File: src/rtl/irq_controller.sv
// Eight-line interrupt controller: synchronised edge capture into a pending register,
// mask gating, lowest-index priority and a request/ack handshake with the microcode.
module irq_controller #(
  parameter int         SYNC_STAGES = 2,
  parameter logic [7:0] VEC_BASE    = 8'h00
) (
  input  logic       clk,
  input  logic       arst_n,
  input  logic [7:0] irq_in,
  input  logic       mask_wrt,
  input  logic [7:0] z_bus,
  input  logic       int_ack,
  input  logic       clear_all_ints,
  output logic       int_request,
  output logic [7:0] int_vector,
  output logic [7:0] irq_status,
  output logic [7:0] irq_masks
);

  typedef enum logic [1:0] {IDLE, REQ, ACK} state_e;

  logic [SYNC_STAGES-1:0][7:0] sync_q, sync_d;
  logic [SYNC_STAGES:0]        ready_q, ready_d;
  logic [7:0] prev_q, prev_d;
  logic [7:0] pending_q, pending_d;
  logic [7:0] masks_q, masks_d;
  logic [7:0] vector_q, vector_d;
  logic       req_q, req_d;
  state_e     state_q, state_d;

  logic [7:0] synced, rise, active;
  logic [2:0] idx;
  logic       ack_fire;

  always_comb begin
    sync_d  = {sync_q[SYNC_STAGES-2:0], irq_in};
    synced  = sync_q[SYNC_STAGES-1];
    prev_d  = synced;
    ready_d = {ready_q[SYNC_STAGES-1:0], 1'b1};
    // Edge detection stays off until the synchroniser and edge flop hold real
    // post-reset samples, so a line already high at release is not an edge.
    rise    = ready_q[SYNC_STAGES] ? (synced & ~prev_q) : 8'h00;
  end

  always_comb begin
    active = pending_q & masks_q;
    idx    = 3'd0;
    for (int i = 7; i >= 0; i--)
      if (active[i]) idx = i[2:0];
  end

  assign ack_fire = (state_q == REQ) && int_ack;

  always_comb begin
    pending_d = pending_q;
    if (ack_fire) pending_d[idx] = 1'b0;
    pending_d = pending_d | rise;
    if (clear_all_ints) pending_d = 8'h00;
    masks_d = mask_wrt ? z_bus : masks_q;
  end

  always_comb begin
    state_d  = state_q;
    req_d    = req_q;
    vector_d = vector_q;
    case (state_q)
      IDLE: if (active != 8'h00) begin
        state_d = REQ;
        req_d   = 1'b1;
      end
      REQ: if (int_ack) begin
        state_d  = ACK;
        req_d    = 1'b0;
        vector_d = VEC_BASE + {3'b000, idx, 2'b00};
      end else if (active == 8'h00) begin
        state_d = IDLE;
        req_d   = 1'b0;
      end
      ACK: begin
        state_d = IDLE;
        req_d   = 1'b0;
      end
      default: begin
        state_d = IDLE;
        req_d   = 1'b0;
      end
    endcase
  end

  always_ff @(posedge clk or negedge arst_n) begin
    if (!arst_n) begin
      sync_q    <= '0;
      ready_q   <= '0;
      prev_q    <= 8'h00;
      pending_q <= 8'h00;
      masks_q   <= 8'h00;
      vector_q  <= VEC_BASE;
      req_q     <= 1'b0;
      state_q   <= IDLE;
    end else begin
      sync_q    <= sync_d;
      ready_q   <= ready_d;
      prev_q    <= prev_d;
      pending_q <= pending_d;
      masks_q   <= masks_d;
      vector_q  <= vector_d;
      req_q     <= req_d;
      state_q   <= state_d;
    end
  end

  assign int_request = req_q;
  assign int_vector  = vector_q;
  assign irq_status  = pending_q;
  assign irq_masks   = masks_q;

endmodule

File: config.mk
export PLATFORM = sky130hd
export DESIGN_NAME = irq_controller
export DESIGN_NICKNAME = d
export VERILOG_FILES = /design/src/rtl/irq_controller.sv
export SDC_FILE = /design/constraint.sdc
export NUM_CORES = 1
export LEC_CHECK = 0
export CAP_MARGIN = 20
export CORE_UTILIZATION = 60
export CTS_CLUSTER_DIAMETER = 120
export CTS_CLUSTER_SIZE = 25
export DETAILED_ROUTE_END_ITERATION = 7
export DONT_BUFFER_PORTS = 1
export PLACE_DENSITY = 0.77
export SYNTH_ARGS = -nofsm -noshare
export SYNTH_HDL_FRONTEND = slang
export SYNTH_SLANG_ARGS = --single-unit
export TNS_END_PERCENT = 100
File: constraint.sdc
create_clock -name clk -period 1.5 [get_ports clk]
set_input_delay 0.3 -clock clk [delete_from_list [all_inputs] [get_ports clk]]
set_output_delay 0.3 -clock clk [all_outputs]
set_load 0.05 [all_outputs]
==> impl_metrics.tcl <==
set metrics [dict create \
    yosysUniqueCellTypes 30 \
    area_growth_pct 20.0 \
    grt_use_total_pct 21.4 \
    clock_latency_ps 360 \
    synth_top_family_by_area "simple AND/OR/NAND/NOR gates" \
    nets 184 \
    clockPowerShare_pct 26.3 \
    synth-compound-area-share_pct 10.6 \
    post_cts_buffers 0 \
    synthXorXnorAreaFrac_pct 0 \
    syn_area_per_cell_um2 13.5 \
    pwr-share-seq_pct 56.8 \
    die_x_um 56.4 \
    slew_viol_final 0 \
    num_vias 1133 \
    overflow 0 \
    coreArea_mm2 0.00278 \
    fillers 188 \
    die_y_um 56.4 \
    rsz0062_at_grt "no" \
    gp_congestion 0.919 \
    via_per_inst 5.81 \
    endpoint "irq_status[2]" \
    grt_pass1_vias 1080 \
    wl_per_cell_um 15.3 \
    path_class "flip-flop to flip-flop" \
    synth-simple-area-share_pct 13.4 \
    fin_crit_ps 1390 \
    p_comb_share_pct 16.9 \
    grt_max_degree 49 \
    cts.root.buffer_cell "clkbuf_4" \
    max_freq_mhz 717 \
    yosysWarnings 0 \
    r2r_end "irq_status[2]" \
    power_leakage_nw 0.979 \
    internal_power_mw 1.91 \
    synth_mux_area_share_pct 5.08 \
    finalSetupViolations 0 \
    antenna_cells 0 \
    path_clk_slew_ps 130 \
    drtAntennaViolNets 0 \
    reg2reg_from "irq_status[6]" \
    cp_max_fo 5 \
    grt_pass1_wl_um 4880 \
    maxCapViolCount 0 \
    startpoint "irq_status[6]" \
    cts_sinks 48 \
    num_rows 19 \
    crit_required_ps 1770 \
    mostFrequentLayoutCell "dfrtp_1" \
    drt-pass1-iter-count 4 \
    antenna_found_initial 0 \
    hp-class "input port to flip-flop" \
    initial_utilization_pct 63.7 \
    end_kind "flip-flop" \
    arrival_ps 1660 \
    synth.yosys.seq_area_share_pct 67.7 \
    clock_skew_ps 10.4 \
    htreeDepth 2 \
    dp_hpwl_um 2160 \
    drc 0 \
    drive_gt1_share_pct 27.4 \
    synth-seq-cells 48 \
    reg2regPathDepth 4 \
    synthCells 131 \
    swShare_pct 31.3 \
    port_buffers 0 \
    post-route-period-util_pct 92.9 \
    tns_ps 0 \
    p_switching_mw 0.871 \
    r2r_slack_ps 110 \
    netlist_area_mm2 0.00177 \
    cellPowerDensity_mw_per_mm2 1310 \
    synth_fa_ha_area_share_pct 0 \
    top_level_ports 46 \
    final_cell_mix "dfrtp_1 (44), buf_4 (17), nand2_1 (11), dlygate4sd3_1 (10), nor2_1 (9)" \
    cts_tree "built" \
    status "finished clean" \
    cts_buffer_depth 2 \
    dieArea_mm2 0.00318 \
    vdd_drop_max_v 0.00132 \
    hold_viol_final 0 \
    p_total_mw 2.78 \
    cts_made_buffers 5 \
    drt_iter0_markers 51 \
    wl_um 2990 \
    critPathLaunchType "flip-flop" \
]
## power by group through the flow
stage	Sequential (mW)	Combinational [mW]	Clock (mW)
CTS	1.58	0.472	0.754
global placement	1.60	0.407	0
detailed placement	1.61	0.414	0
floorplan	1.73	0.186	0
global route	1.59	0.506	0.797
finish	1.58	0.470	0.732
## per-layer routing
layer / up-vias / share of wire (%) / track usage [%]
met2: 54 / 49 / 35.0
li1: 523 / - / -
met5: - / 0 / 0
met4: 0 / 2.5 / 11.8
met3: 7 / 6.7 / 7.14
met1: 549 / 42 / 24.7
## cells in the mapped netlist, drive strengths merged
master | n | area (um^2)
a41oi | 1 | 16.3
and2 | 1 | 8.76
conb | 2 | 7.51
nor3 | 2 | 10.0
and2b | 1 | 8.76
o31a | 1 | 8.76
and3b | 3 | 26.3
nand2 | 12 | 47.6
nor2b | 3 | 18.8
buf | 6 | 41.3
a211oi | 4 | 30.0
nand3 | 4 | 20.0
a41o | 1 | 10.0
a311oi | 4 | 35.0
mux2 | 8 | 90.1
and3 | 1 | 6.26
a22oi | 4 | 30.0
o31ai | 1 | 7.51
o211ai | 1 | 12.5
nor2 | 9 | 33.8
a21oi | 2 | 10.0
nand3b | 6 | 57.6
inv | 1 | 3.75
clkbuf | 1 | 3.75
a22o | 2 | 17.5
o21ai | 2 | 10.0
dfrtp | 48 | 1200
## worst max-delay path: stages (launching register included)
cell,delay (ps)
dfrtp_2,470
and2_4,170
o211ai_2,180
a41oi_2,210
a211oi_1,280
## what timing repair did
action                     CTS  global route
gates resized for setup      0             1
hold buffers                11             0
setup endpoints to repair    0             5
hold endpoints to repair    64             0
## sequential cells by signal, summed over array words and instances (netlist names)
| name | cells |
|---|---|
| prev_d | 8 |
| int_vector | 3 |
| prev_q | 8 |
| state_q | 2 |
| ready_q | 3 |
| irq_masks | 8 |
| irq_status | 8 |
| sync_d | 8 |
## per-stage QoR
step,cell area (um^2),cells,utilization (%),setup WS (ps),hold slack [ps]
detailed placement,1920,176,69.0,132,5.22
global route,2130,195,76.5,3.92,48.8
floorplan,1800,135,-,20.0,4.41
global placement,1920,176,69.0,147,5.34
CTS,2120,195,76.3,100,67.7
finish,2130,195,76.5,106,75.6
## cells by family (layout without fill, tap and decap cells)
kind of cell / Yosys count / in the layout
and+or+nand+nor: 42 / 42
muxes: 8 / 8
other: 2 / 6
AOI/OAI and AO/OA: 23 / 23
DFF: 48 / 48
buffers and inverters: 8 / 37
## worst min path at each step
stage / start / endpoint / slack, ps / depth (start not counted)
2_1_floorplan: arst_n / int_vector[2] / 4 / 0
3_3_place_gp: arst_n / int_vector[4] / 5 / 0
3_5_place_dp: arst_n / int_vector[4] / 5 / 0
4_1_cts: z_bus[6] / irq_masks[6] / 70 / 1
5_1_grt: z_bus[5] / irq_masks[5] / 50 / 1
6_report: z_bus[6] / irq_masks[6] / 80 / 1
## final cells by class
type / instances / area [um^2] / share of cell area [%]
sequential: 48 / 1210 / 56.7
multi-input combinational: 79 / 548 / 25.7
timing repair buffer: 28 / 255 / 12.0
clock buffer: 6 / 41.3 / 1.94
tap: 31 / 38.8 / 1.82
clock inverter: 2 / 35.0 / 1.65
inverter: 1 / 3.75 / 0.176
(Power assumes the default switching activity.)
